### config.mk
export PLATFORM = sky130hd
export DESIGN_NAME = cfg_width_ctrl
export DESIGN_NICKNAME = d
export VERILOG_FILES = /design/src/rtl/cfg_width_ctrl.sv
export SDC_FILE = /design/constraint.sdc
export NUM_CORES = 1
export LEC_CHECK = 0
export CORE_MARGIN = 8
export CORE_UTILIZATION = 30
export CTS_CLUSTER_SIZE = 20
export DETAILED_ROUTE_END_ITERATION = 10
export SYNTH_ARGS = -nofsm -noshare
export SYNTH_HDL_FRONTEND = slang
export SYNTH_SLANG_ARGS = --single-unit
export TNS_END_PERCENT = 10
### constraint.sdc
create_clock -name clk -period 2 [get_ports clk]
set_input_delay 0.3 -clock clk [delete_from_list [all_inputs] [get_ports clk]]
set_output_delay 0.3 -clock clk [all_outputs]
set_load 0.005 [all_outputs]
### src/rtl/cfg_width_ctrl.sv
// cfg_width_ctrl: runtime data-width configuration controller.
// Accepts width-change requests on a valid/ready channel and checks that each
// width is legal. For a real change it stalls the datapath and waits for a
// quiet window, then applies the new width atomically. Every request gets a
// one-cycle response.
// Optional macro CFG_WIDTH_ERR_CNT_EN adds an 8-bit saturating error-response
// counter on output err_cnt.
module cfg_width_ctrl #(
  parameter int DEF_WIDTH    = 32,
  parameter int MIN_WIDTH    = 8,
  parameter int MAX_WIDTH    = 64,
  parameter int QUIET_CYCLES = 2,
  parameter int TIMEOUT      = 64
) (
  input  logic       clk,
  input  logic       rst_n,
  input  logic       cfg_wr_valid,
  output logic       cfg_wr_ready,
  input  logic [7:0] cfg_wr_width,
  output logic       cfg_wr_resp_valid,
  output logic       cfg_wr_resp_err,
  input  logic       dp_busy,
  output logic       dp_hold,
`ifdef CFG_WIDTH_ERR_CNT_EN
  output logic [7:0] err_cnt,
`endif
  output logic [7:0] cfg_data_width,
  output logic       cfg_update
);

  localparam int CW = $clog2(TIMEOUT + 1);
  localparam logic [CW-1:0] QUIET_LAST   = CW'(QUIET_CYCLES - 1);
  localparam logic [CW-1:0] TIMEOUT_LAST = CW'(TIMEOUT - 1);
  localparam logic [7:0]    MIN_W        = 8'(MIN_WIDTH);
  localparam logic [7:0]    MAX_W        = 8'(MAX_WIDTH);
  localparam logic [7:0]    DEF_W        = 8'(DEF_WIDTH);

  typedef enum logic [1:0] {IDLE, DRAIN, APPLY, RESP} state_t;

  state_t        state;
  logic [CW-1:0] quiet_cnt;
  logic [CW-1:0] drain_cnt;
  logic [7:0]    shadow;

  // A legal width is a nonzero power of two within [MIN_WIDTH, MAX_WIDTH].
  function automatic logic width_legal(input logic [7:0] w);
    logic pow2;
    pow2 = (w != 8'd0) && ((w & (w - 8'd1)) == 8'd0);
    return pow2 && (w >= MIN_W) && (w <= MAX_W);
  endfunction

  // Shadow holds the captured request; it is data and needs no reset.
  always_ff @(posedge clk) begin
    if (state == IDLE && cfg_wr_valid && cfg_wr_ready)
      shadow <= cfg_wr_width;
  end

  // Control FSM: all handshake, stall and width outputs are registered here.
  always_ff @(posedge clk) begin
    if (!rst_n) begin
      state             <= IDLE;
      cfg_wr_ready      <= 1'b1;
      dp_hold           <= 1'b0;
      cfg_wr_resp_valid <= 1'b0;
      cfg_wr_resp_err   <= 1'b0;
      cfg_update        <= 1'b0;
      cfg_data_width    <= DEF_W;
      quiet_cnt         <= '0;
      drain_cnt         <= '0;
    end else begin
      cfg_wr_resp_valid <= 1'b0;
      cfg_update        <= 1'b0;
      case (state)
        IDLE: begin
          if (cfg_wr_valid && cfg_wr_ready) begin
            if (!width_legal(cfg_wr_width)) begin
              state             <= RESP;
              cfg_wr_ready      <= 1'b0;
              cfg_wr_resp_valid <= 1'b1;
              cfg_wr_resp_err   <= 1'b1;
            end else if (cfg_wr_width == cfg_data_width) begin
              state             <= RESP;
              cfg_wr_ready      <= 1'b0;
              cfg_wr_resp_valid <= 1'b1;
              cfg_wr_resp_err   <= 1'b0;
            end else begin
              state        <= DRAIN;
              cfg_wr_ready <= 1'b0;
              dp_hold      <= 1'b1;
              quiet_cnt    <= '0;
              drain_cnt    <= '0;
            end
          end
        end
        DRAIN: begin
          drain_cnt <= drain_cnt + CW'(1);
          quiet_cnt <= dp_busy ? '0 : quiet_cnt + CW'(1);
          // Quiet completion takes priority over a coincident timeout.
          if (!dp_busy && quiet_cnt == QUIET_LAST) begin
            state          <= APPLY;
            cfg_data_width <= shadow;
            cfg_update     <= 1'b1;
          end else if (drain_cnt == TIMEOUT_LAST) begin
            state             <= RESP;
            dp_hold           <= 1'b0;
            cfg_wr_resp_valid <= 1'b1;
            cfg_wr_resp_err   <= 1'b1;
          end
        end
        APPLY: begin
          state             <= RESP;
          dp_hold           <= 1'b0;
          cfg_wr_resp_valid <= 1'b1;
          cfg_wr_resp_err   <= 1'b0;
        end
        RESP: begin
          state           <= IDLE;
          cfg_wr_ready    <= 1'b1;
          cfg_wr_resp_err <= 1'b0;
        end
        default: begin
          state <= IDLE;
        end
      endcase
    end
  end

`ifdef CFG_WIDTH_ERR_CNT_EN
  // Count error responses, saturating at 255; only reset clears it.
  always_ff @(posedge clk) begin
    if (!rst_n)
      err_cnt <= 8'd0;
    else if (cfg_wr_resp_valid && cfg_wr_resp_err && err_cnt != 8'hFF)
      err_cnt <= err_cnt + 8'd1;
  end
`endif

endmodule

# Word-level counts from Yosys, hierarchy flattened
# Cells that the tools add are included.
[totals] inputBits=12 regBits=37 mem_bits_ro=0 wordCells=84 memories=0 latch_bits=0 ramBits=0
[op_classes] shifts=0 magnitude_cmp=2 eq_ne=13 div=0 add_sub_neg=3 multipliers=0 bitwise=1 n_reduce_logical=22 muxes=33
[op_table] cell="$mux W7" count=4
[op_table] cell="$pmux W7 S2" count=2
[op_table] cell="$mux W1" count=17
[op_table] cell="$add A7 B1 Y7 const B" count=2
[op_table] cell="$mux W2" count=5
[op_table] cell="$pmux W1 S3" count=3
[op_table] cell="$and A8 B8 Y8" count=1
[op_table] cell="$eq A8 B8 Y1" count=1
[op_table] cell="$ge A8 B4 Y1 const B" count=1
[op_table] cell="$le A8 B7 Y1 const B" count=1
[op_table] cell="$logic_not A8 Y1" count=1
[op_table] cell="$pmux W2 S4" count=1
[op_table] cell="$reduce_and A2 Y1" count=4
[op_table] cell="$reduce_and A4 Y1" count=2
[op_table] cell="$reduce_bool A8 Y1" count=1
[op_table] cell="$sub A8 B1 Y8 const B" count=1
[op_table] cell="$eq A7 B1 Y1 const B" count=1
[op_table] cell="$eq A7 B6 Y1 const B" count=1
[op_table] cell="$logic_and A1 B1 Y1" count=7
[op_table] cell="$ne A2 B2 Y1 const B" count=3
[op_table] cell="$reduce_and A6 Y1" count=1
[op_table] cell="$eq A2 B2 Y1 const B" count=2
[op_table] cell="$ne A2 B1 Y1 const B" count=2
[op_table] cell="$reduce_bool A2 Y1" count=2
[op_table] cell="other kinds (8)" count=8

# Longest topological paths before layout
# Gate-level depths: netlist of the first run.
[depth] ltp_word=9 ltp_mapped=8

# Worst setup path before layout of the first run
# No wires, ideal clock.
[synth_timing] path_kind="in2reg" startpoint="input cfg_wr_width[3]" endpoint="register drain_cnt[3]" slack_ps=109 path_stages=6 arrival_ps=1774 path_cell_list="or4b_1 -> o311ai_1 -> o2111ai_1 -> buf_2 -> a22o_1 -> a32o_1"
[synth_via] elab_chain_len=8 word_cells_on_any_way=13 classes_between="1 x add/sub; 2 x order compare; 3 x eq/ne; 1 x bitwise; 6 x reduce/logical"
[synth_rtl] element="from (decl)" line="19" rtl="input logic [7:0] cfg_wr_width,"
[synth_rtl] element="$sub A8 B1 Y8" line="48" rtl="pow2 = (w != 8'd0) && ((w & (w - 8'd1)) == 8'd0);"
[synth_rtl] element="$and A8 B8 Y8" line="48"
[synth_rtl] element="$logic_not A8 Y1" line="48"
[synth_rtl] element="$logic_and A1 B1 Y1" line="48"
[synth_rtl] element="$logic_and A1 B1 Y1 (2 in a row)" line="49" rtl="return pow2 && (w >= MIN_W) && (w <= MAX_W);"
[synth_rtl] element="$ne A2 B1 Y1 (no line)"
[synth_rtl] element="$reduce_and A4 Y1 (no line) (*)"
[synth_rtl] element="to (signal assigned)" line="96" rtl="drain_cnt <= drain_cnt + CW'(1);"
[synth_rtl] element="to (decl)" line="42" rtl="logic [CW-1:0] drain_cnt;"
# Every way passes the cells marked *; elsewhere a longest branch is shown, timed or not.
# A chain may end at the register's enable or synchronous reset.

# Final worst setup path of the first run
[layout_timing] startpoint="input cfg_wr_width[5]" endpoint="register drain_cnt[4]"
# Same word-level chain as after synthesis.

==> flow_metrics.env, run 1 <==
export IMPL_stdcell_count=335
export IMPL_cts_hold_buf=0
export IMPL_path_buf_inv=2
export IMPL_synth_top_area_share_pct=31.10
export IMPL_grt_ovfl_total=0
export IMPL_seqPwrFrac_pct=40.4
export IMPL_fin_worst_skew_ps=12.20
export IMPL_pre_cts_slack_ps=-429.0
export IMPL_hold_viol=0
export IMPL_cp_max_fo=8
export IMPL_power_frac_clock_pct=29.6
export IMPL_rsz0062_at_grt="no"
export IMPL_routabilityCongestion=0.7528
export IMPL_path_class="in2reg"
export IMPL_synth_warnings=0
export IMPL_p_sw_uw=693.4
export IMPL_relSlewSlack_pct=76.11
export IMPL_status="finished, final reports clean"
export IMPL_cts_tree="yes"
export IMPL_p_sw_share_pct=31.08
export IMPL_cp_top_family="compound AO/OA/AOI/OAI gates"
export IMPL_hold_worst_slack_ps=375.8
export IMPL_antenna_found_initial=0
export IMPL_final_cell_mix="29 x dfxtp_1, 29 x buf_4, 21 x nand2_1, 21 x a21oi_1, 20 x clkdlybuf4s50_1"
export IMPL_tightest_slew_ps=358.4
export IMPL_postRouteAntennaNets=0
export IMPL_critPathSlowestCell="or4b_4"
export IMPL_design_core_area_sq_mm=0.005956
export IMPL_grt_pass1_wl_um=7900
export IMPL_fmax_ghz=0.5206
export IMPL_critical_path_startpoint_type="input port"
export IMPL_cp_cell_sequence="dlygate4sd2_1, or4b_4, o311ai_4, o2111ai_2, buf_6, a22o_1, a32o_1"
export IMPL_placed_cells=325
export IMPL_worstSkewPairLatency_ps=300
export IMPL_start_util_pct=31.34
export IMPL_arrival_ps=2100
export IMPL_yosysSeqAreaShare_pct=43.97
export IMPL_setup_viol=0
export IMPL_place_hpwl_um=3294
export IMPL_synthDistinctLibCells=40
export IMPL_nets=278
export IMPL_routed_wl_um=4756
export IMPL_postSynthCellCount=209
export IMPL_antenna_cells=0
export IMPL_drtPass1Iterations=4
export IMPL_syn_num_nets=228
export IMPL_setup_slack_ps=79.08
export IMPL_vias_per_cell=5.113
export IMPL_layout_drive_gt1_share_pct=18.46
export IMPL_clkSlewWorstSetupHoldPaths_ps=90
export IMPL_min_period_over_period_pct=96.05
export IMPL_io_pins=25
export IMPL_vias=1713
export IMPL_synth_area_sq_mm=0.001867
export IMPL_die_h_um=94.89
export IMPL_fillers=604
export IMPL_synth_seq_cells=37
export IMPL_htree_levels=2
export IMPL_async_flop_share_pct=0
export IMPL_finalCriticalPeriod_ps=1921
export IMPL_p_leak_uw=0.0009329
export IMPL_dieArea_sq_mm=0.009003
export IMPL_cp_required_ps=2180
export IMPL_io_buffers=24
export IMPL_cap_violations=0
export IMPL_detail_route_iter0_violations=134
export IMPL_wl_per_cell_um=14.20
export IMPL_endpoint_kind="flop"
export IMPL_cts_root_buf="clkbuf_8"
export IMPL_remaining_drc_errors=0
export IMPL_avgSynthCellArea_sq_um=8.932
export IMPL_numClockSinks=37
export IMPL_grt_total_usage_pct=11.03
export IMPL_min_path_type="in2reg"
export IMPL_p_int_uw=1537
export IMPL_synth_edf_count=8
export IMPL_vdd_drop_max_uv=507.6
export IMPL_die_w_um=94.89
export IMPL_drv_slew=0
export IMPL_area_growth_pct=35.46
export IMPL_pwr_share_comb_pct=29.9
export IMPL_synth_ff_type="dfxtp_1"
export IMPL_cts_made_buffers=5
export IMPL_synth_largest_area_cell="dfxtp_1"
export IMPL_grt_pass1_vias=1659
export IMPL_cts_buffer_depth=2
export IMPL_synth_area_top_cells="dfxtp_1 31%, edfxtp_1 13%, a21oi_1 5.6%"
export IMPL_max_stage_delay_ps=540
export IMPL_powerDensity_mw_per_mm2=882.2
export IMPL_rows=28
export IMPL_grt_max_degree=23
-- cells by family after synthesis --
| group | share of synthesized area, % |
|---|---|
| AOI/OAI and AO/OA | 21.11 |
| xor gates and xnor gates | 4.223 |
| DFF | 43.97 |
| and+or+nand+nor | 21.38 |
| buffers and inverters | 4.088 |
| adders and majority gates | 4.691 |
| muxes | 0.5362 |
-- path summary, 6_finish.rpt --
| path | slack (ps) | to | startpoint | depth (start not counted) |
|---|---|---|---|---|
| max | 80 | drain_cnt[4] | cfg_wr_width[5] | 7 |
| min reg2reg | 460 | dp_hold | dp_hold | 2 |
| max reg2reg | 120 | dp_hold | quiet_cnt[1] | 8 |
| min | 380 | shadow[3] | cfg_wr_width[3] | 2 |
-- Yosys cell counts (all sizes together) (2+ instances only) --
| cell type | count |
|---|---|
| a32o | 5 |
| or4b | 2 |
| a22o | 4 |
| a211o | 2 |
| xnor2 | 9 |
| a211oi | 2 |
| o21ai | 3 |
| and3 | 6 |
| nand3 | 15 |
| or2 | 2 |
| o22ai | 5 |
| nand4 | 2 |
| inv | 8 |
| a21o | 2 |
| nand3b | 5 |
| edfxtp | 8 |
| o211ai | 3 |
| nor2 | 11 |
| nor3 | 8 |
| o2111ai | 2 |
| a21oi | 22 |
| o21a | 2 |
| buf | 3 |
| nand2b | 2 |
| ha | 7 |
| clkbuf | 9 |
| nand2 | 21 |
| dfxtp | 29 |
-- layer usage --
layer	routed length (um)	up-vias	global-route usage, %
met3	152	5	1.905
met5	0	-	0
met4	80	0	4.681
li1	-	867	-
met1	2155	817	13.51
met2	2369	24	18.60
-- what timing repair did --
action,4_1_cts,5_1_grt
setup endpoints to repair,15,4
buffers inserted,1,0
cloned,1,0
resized for setup,11,4
pin swaps,3,1
-- sequential cells by signal, summed over array words and instances, names as in the netlist --
signal             cells
cfg_wr_ready           1
cfg_wr_resp_valid      1
cfg_wr_resp_err        1
quiet_cnt              7
cfg_data_width         8
shadow                 8
drain_cnt              7
dp_hold                1
cfg_update             1
state                  2
-- layout make-up --
cell class                      count  area [sq um]  share of cell area, %
Multi-Input combinational cell    152          1001                  39.58
Sequential cell                    37         820.8                  32.46
Timing Repair Buffer               55         467.9                  18.51
Tap cell                           75         93.84                  3.711
Clock buffer                        5         68.82                  2.721
Clock inverter                      3         46.29                  1.831
Inverter                            8         30.03                  1.188
-- power by group through the flow --
stage	registers, uW	logic, uW	clock network, uW
3_5_place_dp	918	660	0
3_3_place_gp	917	660	0
4_1_cts	902	667	673
2_1_floorplan	913	397	0
6_report	902	668	661
5_1_grt	915	746	699
-- stage by stage --
step                power [uW]  TNS, ps  area [sq um]  utilization (%)
floorplan                 1311        0          1867                -
global placement          1577    -5909          2372            39.83
detailed placement        1579    -6167          2372            39.83
CTS                       2243        0          2526            42.42
global route              2360        0          2529            42.46
finish                    2231        0          2529            42.46
(Power assumes the default switching activity.)
==> run 2: changes to the inputs <==
Settings changed: CTS_BUF_LIST from default to sky130_fd_sc_hd__clkbuf_8, SKIP_CTS_REPAIR_TIMING from default to 1.
==> flow_metrics.env, run 2 (synthesis gave the netlist of run 1 again) <==
export IMPL_grt_pass1_vias=1594
export IMPL_routabilityCongestion=0.7528
export IMPL_seqPwrFrac_pct=40.2
export IMPL_reg2reg_slack_ps=120
export IMPL_cts_buffer_depth=2
export IMPL_path_class="in2reg"
export IMPL_vdd_drop_max_uv=504.3
export IMPL_drv_slew=0
export IMPL_timing_rr_start="quiet_cnt[1]"
export IMPL_p_sw_uw=697.4
export IMPL_vias_per_cell=5.054
export IMPL_tns_ps=0
export IMPL_postRouteAntennaNets=0
export IMPL_grt_pass1_wl_um=7569
export IMPL_setup_slack_ps=112.4
export IMPL_cts_root_buf="clkbuf_8"
export IMPL_rsz0062_at_grt="no"
export IMPL_cp_max_fo=8
export IMPL_rows=28
export IMPL_cp_required_ps=2170
export IMPL_layout_drive_gt1_share_pct=18.46
export IMPL_tightest_slew_ps=359.2
export IMPL_finalCriticalPeriod_ps=1888
export IMPL_io_pins=25
export IMPL_p_total_uw=2243
export IMPL_die_w_um=94.89
export IMPL_io_buffers=24
export IMPL_htree_levels=2
export IMPL_die_h_um=94.89
export IMPL_critical_path_startpoint_type="input port"
export IMPL_grt_total_usage_pct=10.54
export IMPL_hold_depth=2
export IMPL_cap_violations=0
export IMPL_antenna_cells=0
export IMPL_pre_cts_slack_ps=-429.0
export IMPL_powerDensity_mw_per_mm2=880.3
export IMPL_pwr_share_comb_pct=30.3
export IMPL_rr_worst_depth=8
export IMPL_antenna_found_initial=0
export IMPL_hold_viol=0
export IMPL_cts_made_buffers=5
export IMPL_wl_per_cell_um=14.13
export IMPL_cts_tree="yes"
export IMPL_min_from="cfg_wr_width[5]"
export IMPL_min_period_over_period_pct=94.38
export IMPL_relSlewSlack_pct=76.06
export IMPL_start_util_pct=31.34
export IMPL_stdcell_count=335
export IMPL_setup_viol=0
export IMPL_p_leak_uw=0.0009620
export IMPL_nets=278
export IMPL_r2r_end="dp_hold"
export IMPL_routed_wl_um=4734
export IMPL_reg_top3="cfg_data_width: 8 flops, shadow: 8 flops"
export IMPL_worstSetupStartpoint="cfg_wr_width[0]"
export IMPL_p_int_uw=1545
export IMPL_grt_ovfl_total=0
export IMPL_vias=1693
export IMPL_power_frac_clock_pct=29.4
export IMPL_worstSkewPairLatency_ps=300
export IMPL_numClockSinks=37
export IMPL_placed_cells=325
export IMPL_area_growth_pct=36.46
export IMPL_clkSlewWorstSetupHoldPaths_ps=70
export IMPL_drtPass1Iterations=4
export IMPL_design_core_area_sq_mm=0.005956
export IMPL_arrival_ps=2060
export IMPL_fmax_ghz=0.5298
export IMPL_p_sw_share_pct=31.10
export IMPL_grt_max_degree=23
export IMPL_fin_worst_skew_ps=11.07
export IMPL_status="finished, final reports clean"
export IMPL_final_cell_mix="29 x dfxtp_1, 29 x buf_4, 21 x nand2_1, 21 x a21oi_1, 20 x clkdlybuf4s50_1"
export IMPL_dieArea_sq_mm=0.009003
export IMPL_remaining_drc_errors=0
export IMPL_min_path_type="in2reg"
export IMPL_min_to="shadow[5]"
export IMPL_endpoint_kind="flop"
export IMPL_place_hpwl_um=3294
export IMPL_detail_route_iter0_violations=131
[run 2: metrics by stage]
step	util, %	instance area, sq um	hold slack, ps
2_1_floorplan	-	1867	398.9
3_3_place_gp	39.83	2372	456.9
3_5_place_dp	39.83	2372	451.9
4_1_cts	41.76	2487	466.2
5_1_grt	42.77	2547	417.0
6_report	42.77	2547	415.3
[run 2: cell type report]
type | count | area, sq um
Clock buffer | 5 | 68.82
Clock inverter | 3 | 46.29
Fill cell | 594 | 3408
Inverter | 8 | 30.03
Multi-Input combinational cell | 152 | 1003
Sequential cell | 37 | 820.8
Tap cell | 75 | 93.84
Timing Repair Buffer | 55 | 484.2
[run 2: worst max-delay path by stage]
stage / end / slack, ps / depth (start not counted)
after floorplan: drain_cnt[3] / 110 / 6
after global placement: drain_cnt[5] / -410 / 7
after detailed placement: dp_hold / -430 / 7
after CTS: drain_cnt[4] / -130 / 7
after global routing: cfg_wr_resp_err / 10 / 9
final: quiet_cnt[6] / 110 / 8
[run 2: layer usage]
layer  part of all wire, %  up-vias  global-route usage (%)
met3                   2.7        5                   1.905
met4                   1.7        0                   4.681
met5                     0        -                       0
met2                    50       17                   17.32
met1                    46      802                   13.14
li1                      -      869                       -
[run 2: power by group through the flow]
| stage | logic (uW) | registers (uW) | clock network [uW] |
|---|---|---|---|
| final | 681 | 902 | 660 |
| after global placement | 660 | 917 | 0 |
| after global routing | 756 | 915 | 699 |
| after floorplan | 397 | 913 | 0 |
| after CTS | 662 | 902 | 673 |
| after detailed placement | 660 | 918 | 0 |
[run 2: critical path, cell delays in order]
cell	delay [ps]
clkdlybuf4s50_1	420
buf_4	140
xnor2_1	150
nand4_1	190
o2111ai_2	300
buf_4	210
a21o_1	230
o22ai_1	110
==> run 3: changes to the inputs <==
--- a/constraint.sdc
+++ b/constraint.sdc
@@ -3,2 +3,2 @@
 set_output_delay 0.3 -clock clk [all_outputs]
-set_load 0.005 [all_outputs]
+set_load 0.05 [all_outputs]
==> flow_metrics.env, run 3 (synthesis gave the netlist of run 1 again) <==
export IMPL_io_buffers=24
export IMPL_status="finished, final reports clean"
export IMPL_grt_max_degree=23
export IMPL_htree_levels=2
export IMPL_top_layer_used="met4"
export IMPL_cts_root_buf="clkbuf_8"
export IMPL_ff_latch_area_sq_um=822.0
export IMPL_layout_drive_gt1_share_pct=15.69
export IMPL_finalCriticalPeriod_ps=1862
export IMPL_io_pins=25
export IMPL_cap_violations=0
export IMPL_stdcell_count=330
export IMPL_fin_worst_skew_ps=7.284
export IMPL_grt_pass1_vias=1594
export IMPL_vias=1682
export IMPL_routabilityCongestion=0.7578
export IMPL_min_period_over_period_pct=93.08
export IMPL_placed_cells=321
export IMPL_numClockSinks=37
export IMPL_detail_route_iter0_violations=143
export IMPL_fin_area_sq_mm=0.002462
export IMPL_start_util_pct=31.34
export IMPL_cts_buffer_depth=2
export IMPL_p_total_uw=2216
export IMPL_dr_wl_met3_um=168
export IMPL_antenna_found_initial=0
export IMPL_path_class="in2reg"
export IMPL_fmax_ghz=0.5372
export IMPL_dieArea_sq_mm=0.009003
export IMPL_vdd_drop_max_uv=646.9
export IMPL_wl_per_cell_um=13.98
export IMPL_vias_per_cell=5.097
export IMPL_wl_met1_um=2174
export IMPL_routed_wl_um=4612
export IMPL_final_cell_mix="28 x dfxtp_1, 25 x buf_4, 21 x nand2_1, 21 x a21oi_1, 20 x clkdlybuf4s50_1"
export IMPL_hold_viol=0
export IMPL_grt_pass1_wl_um=7562
export IMPL_place_hpwl_um=3346
export IMPL_grt_total_usage_pct=10.53
export IMPL_rsz0062_at_grt="yes"
export IMPL_grt_ovfl_total=0
export IMPL_postRouteAntennaNets=0
export IMPL_rows=28
export IMPL_relSlewSlack_pct=65.23
export IMPL_tightest_slew_ps=519.9
export IMPL_area_growth_pct=31.90
export IMPL_reg_top3="cfg_data_width: 8 flops, shadow: 8 flops"
export IMPL_drv_slew=0
export IMPL_cp_required_ps=2220
export IMPL_p_leak_uw=0.0009283
export IMPL_worstSkewPairLatency_ps=290
export IMPL_min_path_type="in2reg"
export IMPL_dpl_cell_area_sq_mm=0.002344
export IMPL_tns_ps=0
export IMPL_layout_commonest_cell="dfxtp_1"
export IMPL_nets=273
export IMPL_setup_viol=0
export IMPL_antenna_cells=0
export IMPL_critical_path_startpoint_type="input port"
export IMPL_remaining_drc_errors=0
export IMPL_cp_max_fo=16
export IMPL_powerDensity_mw_per_mm2=900.0
export IMPL_arrival_ps=2080
export IMPL_cts_made_buffers=5
export IMPL_post_route_util_pct=41.34
export IMPL_die_h_um=94.89
export IMPL_die_w_um=94.89
export IMPL_multi_input_area_sq_um=975.9
export IMPL_fillers=595
export IMPL_met2_length_um=2194
export IMPL_design_core_area_sq_mm=0.005956
export IMPL_drtPass1Iterations=4
export IMPL_clkSlewWorstSetupHoldPaths_ps=80
export IMPL_endpoint_kind="flop"
export IMPL_cts_tree="yes"
==> run 3: stage by stage <==
step	hold slack [ps]	worst slack (ps)
6_report	383.9	138.3
5_1_grt	387.1	-23.64
4_1_cts	468.3	-138.3
3_5_place_dp	455.3	-458.6
3_3_place_gp	445.9	-405.6
2_1_floorplan	398.9	108.7
==> run 3: final timing paths <==
kind	from	cells after the start	end	slack, ps
setup / recovery	cfg_wr_width[0]	9	quiet_cnt[5]	140
hold / removal	cfg_wr_width[6]	2	shadow[6]	380
setup reg to reg	quiet_cnt[1]	7	dp_hold	200
hold reg to reg	drain_cnt[6]	2	drain_cnt[6]	460
==> run 3: critical path, stage by stage <==
cell,delay (ps)
clkdlybuf4s50_1,440
buf_4,150
xnor2_1,140
nand4_1,190
o2111ai_1,260
buf_6,210
buf_4,150
a21oi_1,60
o22ai_1,170
==> run 3: metal layers <==
metal | track usage (%) | up-vias
met3 | 2.222 | 5
met4 | 4.291 | 0
met2 | 16.63 | 32
met5 | 0 | -
li1 | - | 857
met1 | 13.63 | 788
==> run 3: report_power, final <==
part	switching (uW)	leakage, uW	internal, uW
registers	45.9	0.000310	859
clock network	277	0.0000481	247
logic	461	0.000571	327
==> run 3: area by class of cell <==
type                            count  share of cell area, %
Multi-Input combinational cell    152                  39.63
Sequential cell                    37                  33.38
Timing Repair Buffer               50                  18.24
Tap cell                           75                  3.811
Clock buffer                        5                  2.795
Inverter                            8                  1.220
Clock inverter                      3                 0.9146
